[src/rtl/rom_port_arbiter.sv]
// rom_port_arbiter: shares the single instruction-ROM read port between fetch and
// load with round-robin arbitration, text-segment address checking and tagged responses.
module rom_port_arbiter #(
   parameter int unsigned DATA_WIDTH = 32,
   parameter int unsigned DEPTH      = 64,
   parameter logic [31:0] BASE_ADDR  = 32'h0040_0000
) (
   input  logic                  clk_i,
   input  logic                  rst_ni,
   input  logic                  flush_i,
   input  logic                  if_req_valid_i,
   input  logic [31:0]           if_req_addr_i,
   output logic                  if_req_ready_o,
   input  logic                  ld_req_valid_i,
   input  logic [31:0]           ld_req_addr_i,
   output logic                  ld_req_ready_o,
   output logic [31:0]           rom_addr_o,
   input  logic [DATA_WIDTH-1:0] rom_q_i,
   output logic                  if_rsp_valid_o,
   output logic [DATA_WIDTH-1:0] if_rsp_data_o,
   output logic                  if_rsp_err_o,
   output logic                  ld_rsp_valid_o,
   output logic [DATA_WIDTH-1:0] ld_rsp_data_o,
   output logic                  ld_rsp_err_o
);

   typedef enum logic {
      OwnerFetch = 1'b0,
      OwnerLoad  = 1'b1
   } owner_e;

   localparam logic [32:0] BaseExt  = {1'b0, BASE_ADDR};
   localparam logic [32:0] LimitExt = BaseExt + 33'(4 * DEPTH);

   logic                  rr_q, rr_d;
   logic                  aValid_q, aValid_d;
   logic [31:0]           aAddr_q, aAddr_d;
   owner_e                aOwner_q, aOwner_d;
   logic                  aErr_q, aErr_d;
   logic                  ifRspValid_q, ifRspValid_d;
   logic                  ldRspValid_q, ldRspValid_d;
   logic [DATA_WIDTH-1:0] ifRspData_q, ldRspData_q;
   logic                  ifRspErr_q, ldRspErr_q;

   logic                  ifGrant, ldGrant;
   logic [31:0]           reqAddr;
   logic [32:0]           reqAddrExt;
   logic                  reqErr;
   logic                  rCapture;
   logic [DATA_WIDTH-1:0] rData;

   // A flushed fetch never competes, so a load may win the port in that cycle.
   always_comb begin
      ifGrant = if_req_valid_i & ~flush_i & (~ld_req_valid_i | ~rr_q);
      ldGrant = ld_req_valid_i & ~ifGrant;
   end

   assign if_req_ready_o = ifGrant;
   assign ld_req_ready_o = ldGrant;

   always_comb begin
      reqAddr    = ifGrant ? if_req_addr_i : ld_req_addr_i;
      reqAddrExt = {1'b0, reqAddr};
      reqErr     = (reqAddrExt < BaseExt) | (reqAddrExt >= LimitExt) | (reqAddr[1:0] != 2'b00);
   end

   always_comb begin
      rr_d     = rr_q;
      aValid_d = ifGrant | ldGrant;
      aAddr_d  = aAddr_q;
      aOwner_d = aOwner_q;
      aErr_d   = aErr_q;
      if (ifGrant) begin
         rr_d = 1'b1;
      end else if (ldGrant) begin
         rr_d = 1'b0;
      end
      if (ifGrant | ldGrant) begin
         aAddr_d  = reqAddr;
         aOwner_d = ifGrant ? OwnerFetch : OwnerLoad;
         aErr_d   = reqErr;
      end
   end

   // A flush kills only a fetch sitting in A; loads always complete.
   always_comb begin
      rCapture     = aValid_q & ~(flush_i & (aOwner_q == OwnerFetch));
      ifRspValid_d = rCapture & (aOwner_q == OwnerFetch);
      ldRspValid_d = rCapture & (aOwner_q == OwnerLoad);
      rData        = aErr_q ? '0 : rom_q_i;
   end

   assign rom_addr_o = (aValid_q & ~aErr_q) ? aAddr_q : BASE_ADDR;

   always_ff @(posedge clk_i or negedge rst_ni) begin
      if (!rst_ni) begin
         rr_q         <= 1'b0;
         aValid_q     <= 1'b0;
         aAddr_q      <= '0;
         aOwner_q     <= OwnerFetch;
         aErr_q       <= 1'b0;
         ifRspValid_q <= 1'b0;
         ldRspValid_q <= 1'b0;
         ifRspData_q  <= '0;
         ldRspData_q  <= '0;
         ifRspErr_q   <= 1'b0;
         ldRspErr_q   <= 1'b0;
      end else begin
         rr_q         <= rr_d;
         aValid_q     <= aValid_d;
         aAddr_q      <= aAddr_d;
         aOwner_q     <= aOwner_d;
         aErr_q       <= aErr_d;
         ifRspValid_q <= ifRspValid_d;
         ldRspValid_q <= ldRspValid_d;
         if (ifRspValid_d) begin
            ifRspData_q <= rData;
            ifRspErr_q  <= aErr_q;
         end
         if (ldRspValid_d) begin
            ldRspData_q <= rData;
            ldRspErr_q  <= aErr_q;
         end
      end
   end

   assign if_rsp_valid_o = ifRspValid_q;
   assign if_rsp_data_o  = ifRspData_q;
   assign if_rsp_err_o   = ifRspErr_q;
   assign ld_rsp_valid_o = ldRspValid_q;
   assign ld_rsp_data_o  = ldRspData_q;
   assign ld_rsp_err_o   = ldRspErr_q;

endmodule

[config.mk]
export PLATFORM = sky130hd
export DESIGN_NAME = rom_port_arbiter
export DESIGN_NICKNAME = d
export VERILOG_FILES = /design/src/rtl/rom_port_arbiter.sv
export SDC_FILE = /design/constraint.sdc
export NUM_CORES = 1
export LEC_CHECK = 0
export BUFFER_PORTS_ARGS = -buffer_cell sky130_fd_sc_hd__buf_2
export CELL_PAD_IN_SITES_DETAIL_PLACEMENT = 0
export CELL_PAD_IN_SITES_GLOBAL_PLACEMENT = 1
export CORE_MARGIN = 4
export CORE_UTILIZATION = 38
export CTS_BUF_LIST = sky130_fd_sc_hd__clkbuf_8
export DETAILED_ROUTE_END_ITERATION = 12
export PLACE_DENSITY = 0.95
export SKIP_CTS_REPAIR_TIMING = 1
export SYNTH_ARGS = -nofsm -noshare
export SYNTH_HDL_FRONTEND = slang
export SYNTH_SLANG_ARGS = --single-unit
[constraint.sdc]
create_clock -name clk_i -period 3.35 [get_ports clk_i]
set_input_delay 0.1675 -clock clk_i [delete_from_list [all_inputs] [get_ports clk_i]]
set_output_delay 0.1675 -clock clk_i [all_outputs]
set_load 0.02 [all_outputs]
### Word-level counts from Yosys, hierarchy flattened

Index checks and enable logic that the tools add are counted.

| word-level totals | value |
|---|---|
| output and inout port bits | 102 |
| logic and storage cells | 40 |
| flip-flop bits (word level) | 104 |

| operators by class | value |
|---|---|
| magnitude comparators | 2 |
| reduce and logical (&&, ||, !) cells | 2 |
| multiplexer cells | 6 |
| bitwise gates (word level) | 19 |

Operators with widths:

| kind | count |
|---|---|
| two-way mux 32 bit | 3 |
| greater-or-equal comparator 32 x 23 -> 1 bit, second input constant | 1 |
| less-than comparator 32 x 23 -> 1 bit, second input constant | 1 |
| AND 1 bit | 8 |
| NOT 1 bit | 7 |
| bitwise OR 1 bit | 4 |
| nonzero test 2 bit | 2 |
| two-way mux 1 bit | 3 |

### Logic depth before layout (Yosys ltp)

| logic depth | value |
|---|---|
| word-level depth | 7 |
| depth in mapped cells | 7 |
| mapped depth without buffers | 5 |

### Least setup slack after synthesis

Ideal clock, no wire load.

| path | value |
|---|---|
| kind | reg-to-output |
| from | register aErr_q |
| to | output port rom_addr_o[0] |
| stages on the path, launching flop included | 4 |
| data required time | 3,182 ps |
| data arrival time | 1,103 ps |
| buffers on the path | 1 |
| setup slack | 2,079 ps |
| path through | dfrtp_1 -> nor2b_1 -> clkbuf_1 -> and2_1 |

| on the way | value |
|---|---|
| cells in the longest elaborated chain, start to end | 3 |

RTL lines:

| element | RTL line | text |
|---|---|---|
| from (decl) | 39 | `logic aErr_q, aErr_d;` |
| from (signal assigned) | 113 | `aErr_q <= aErr_d;` |
| NOT 1 bit | 93 | `assign rom_addr_o = (aValid_q & ~aErr_q) ? aAddr_q : BASE_ADDR;` |
| AND 1 bit | 93 |  |
| two-way mux 32 bit | 93 |  |
| to (decl) | 17 | `output logic [31:0] rom_addr_o,` |

Every way passes these cells.

### Worst setup path after layout

| path | value |
|---|---|
| from | register rr_q |
| to | output port if_req_ready_o |

| on the way | value |
|---|---|
| cells in the longest elaborated chain, start to end | 3 |

RTL lines:

| element | RTL line | text |
|---|---|---|
| from (decl) | 35 | `logic rr_q, rr_d;` |
| from (signal assigned) | 109 | `rr_q <= rr_d;` |
| NOT 1 bit | 54 | `ifGrant = if_req_valid_i & ~flush_i & (~ld_req_valid_i \| ~rr_q);` |
| bitwise OR 1 bit | 54 |  |
| AND 1 bit | 54 |  |
| to (decl) | 13 | `output logic if_req_ready_o,` |

Every way passes these cells.

==> flow_summary.yaml <==
floorplanning:
  start_util: 0.393
  num_io_pins: 203
  rows: 39
  die_x_um: 117
  fp.coreArea_mm2: 0.0115
  dieArea_mm2: 0.0137
  die_height_um: 117
synthesis:
  synthesis.area_per_instance_um2: 9.08
  ys_ff_latch: 104
  synthDominantCellAreaShare: 0.576
  synth_nets: 599
  syn_inst: 498
  synth_edf_count: 0
  synth_cell_types: 23
  ys_warn_count: 0
  synthArstFlopShare: 1.00
  synthFlopType: "dfrtp_1"
  syn-cell-area_mm2: 0.00452
  yosys.area.top_type: "dfrtp_1"
  synth.area.top_cells: "dfrtp_1 (58%), nand2_1 (11%), o21ai_0 (7.1%), nand2b_1 (4.6%), a31oi_1 (4.4%)"
  synth_seq_area_share: 0.576
worst_setup_path:
  cp.buffers_inverters: 2
  cp-start-kind: "register"
  rr_endpoint: "if_rsp_data_o[6]"
  required_ns: 3.18
  arrival_ns: 1.63
  cp.depth: 4
  ff2ff_path_depth: 4
  path_max_fanout: 35
  cp_slowest_cell: "inv_2"
  crit_chain: "nand2_1, nand2_2, inv_2, buf_2"
  critPathKind: "register to primary output"
  r2r_slack_ns: 1.58
  critPathTopFamily: "buffers and inverters"
  max_stage_delay_ns: 0.45
  startpoint: "rr_q"
  crit_path_end_kind: "primary output"
  reg2reg_from: "aOwner_q"
  cp-endpoint: "if_req_ready_o"
power_and_ir_drop:
  p_leak_uw: 0.00299
  ir_worst_vdd_v: 0.000196
  p_per_area_mw_per_mm2: 497
hold_path:
  hp-class: "primary input to register"
grt:
  grt_pass1_wl_mm: 19.3
  track_usage: 0.178
  overflow: 0
  antenna_found_initial: 0
  grt_max_degree: 67
  grt_pass1_vias: 3989
cts:
  clk_latency_ns: 0.36
  cts_tree: "built"
  cts_made_buffers: 9
  clk_pin_slew_worst_paths_ns: 0.11
  cts-htree-levels: 3
  root_buffer: "clkbuf_8"
  cts_buffer_depth: 2
  clock_sinks: 104
timing:
  period_share: 0.537
  worst_pin_slew_ns: 1.02
  rsz0062_at_grt: "false"
  setup_tns_ns: 0
  skew_ns: 0.00727
  slew_headroom: 0.317
  finalMaxSlewViolations: 0
  clock.fmax_ghz: 0.556
  setup-violations-final: 0
  period_needed_ns: 1.80
  hold_violations: 0
route:
  routed_wl_mm: 12.3
  vias: 4073
  drt_iter0_markers: 251
  wire_per_inst_um: 14.8
  detail-route-antenna-nets: 0
  avgViaCountPerCell: 4.89
  drc_errors: 0
  drt_pass1_iterations: 4
finish:
  syn2layout_area_growth_pct: 28.4
  drive_above_1_share: 0.338
  final_util: 0.504
  final_common_cell: "buf_2"
  fill_cells: 1111
  layout_common_cells: "buf_2 (201), nand2_1 (132), dfrtp_1 (104)"
  diodes: 0
  multiInputGateArea_mm2: 0.00175
  ff_latch_area_mm2: 0.00260
  nNetsFinal: 786
status:
  outcome: "finished, final reports clean"
placement:
  io_buffers: 202
  place_hpwl_mm: 9.11
  place.gp.congestion: 0.802
job:
  drv_cap: 0
-- cell usage after synthesis (2+ instances only) --
cell	count
a31oi_1	32
and2_1	32
buf_2	11
buf_4	5
clkbuf_1	17
dfrtp_1	104
inv_1	3
inv_2	2
mux2_2	2
nand2_1	134
nand2b_1	33
nand4_1	2
nor2_1	38
nor2b_1	2
nor4_1	9
nor4b_1	2
o21ai_0	64
-- report_power, final --
group	leakage (uW)	internal, uW	switching (uW)
Sequential	0.00132	1410	80.1
Combinational	0.00159	228	422
Clock	0.0000923	285	464
-- worst min-delay path by stage --
stage                        end              from  depth (start not counted)  slack, ns
2_1_floorplan         aAddr_q[0]            rst_ni                          0      -0.13
3_3_place_gp    if_rsp_data_o[9]            rst_ni                          1       0.26
3_5_place_dp    if_rsp_data_o[9]            rst_ni                          1       0.27
4_1_cts        ld_rsp_data_o[29]            rst_ni                          1      -0.13
5_1_grt               aAddr_q[4]  if_req_addr_i[4]                          3       0.02
6_report              aAddr_q[5]  if_req_addr_i[5]                          3       0.04
-- metal layers --
metal / GRT usage / wire length (um) / part of all wire
met4: 0.0466 / 96 / 0.0078
met3: 0.0550 / 1150 / 0.093
met1: 0.231 / 5300 / 0.43
met5: 0 / 0 / 0
met2: 0.290 / 5760 / 0.47
-- cell families after synthesis --
| group | after synthesis | share of synthesized area |
|---|---|---|
| multiplexers | 2 | 0.00498 |
| buffers and inverters | 38 | 0.0387 |
| AND/OR/NAND/NOR | 256 | 0.263 |
| AO/OA/AOI/OAI | 98 | 0.118 |
| flip-flops | 104 | 0.576 |
-- worst reg2reg max path: stages (launching register included) --
cell	delay [ns]
dfrtp_1	0.42
nor2_1	0.13
nand2_2	0.53
buf_4	0.41
o21ai_0	0.20
-- through the flow --
step / setup WS (ns) / total power, uW / instance area (um2) / cells / hold slack [ns]
after detailed placement: 1.56 / 2170 / 5610 / 816 / 0.273
final: 1.55 / 2890 / 5800 / 833 / 0.0429
after global routing: 1.34 / 3050 / 5800 / 833 / 0.0245
after global placement: 1.62 / 2160 / 5610 / 816 / 0.260
after CTS: 1.53 / 2920 / 5790 / 832 / -0.128
after floorplan: 2.08 / 1880 / 4520 / 498 / -0.128
-- final cells by class --
type	instances	share of cell area
clock buffers	9	0.0213
clock inverters	7	0.0108
inverters	5	0.00323
multi-input cells	356	0.301
flip-flops and latches	104	0.448
well taps	143	0.0308
repair buffers	209	0.184
(Power assumes the default switching activity.)
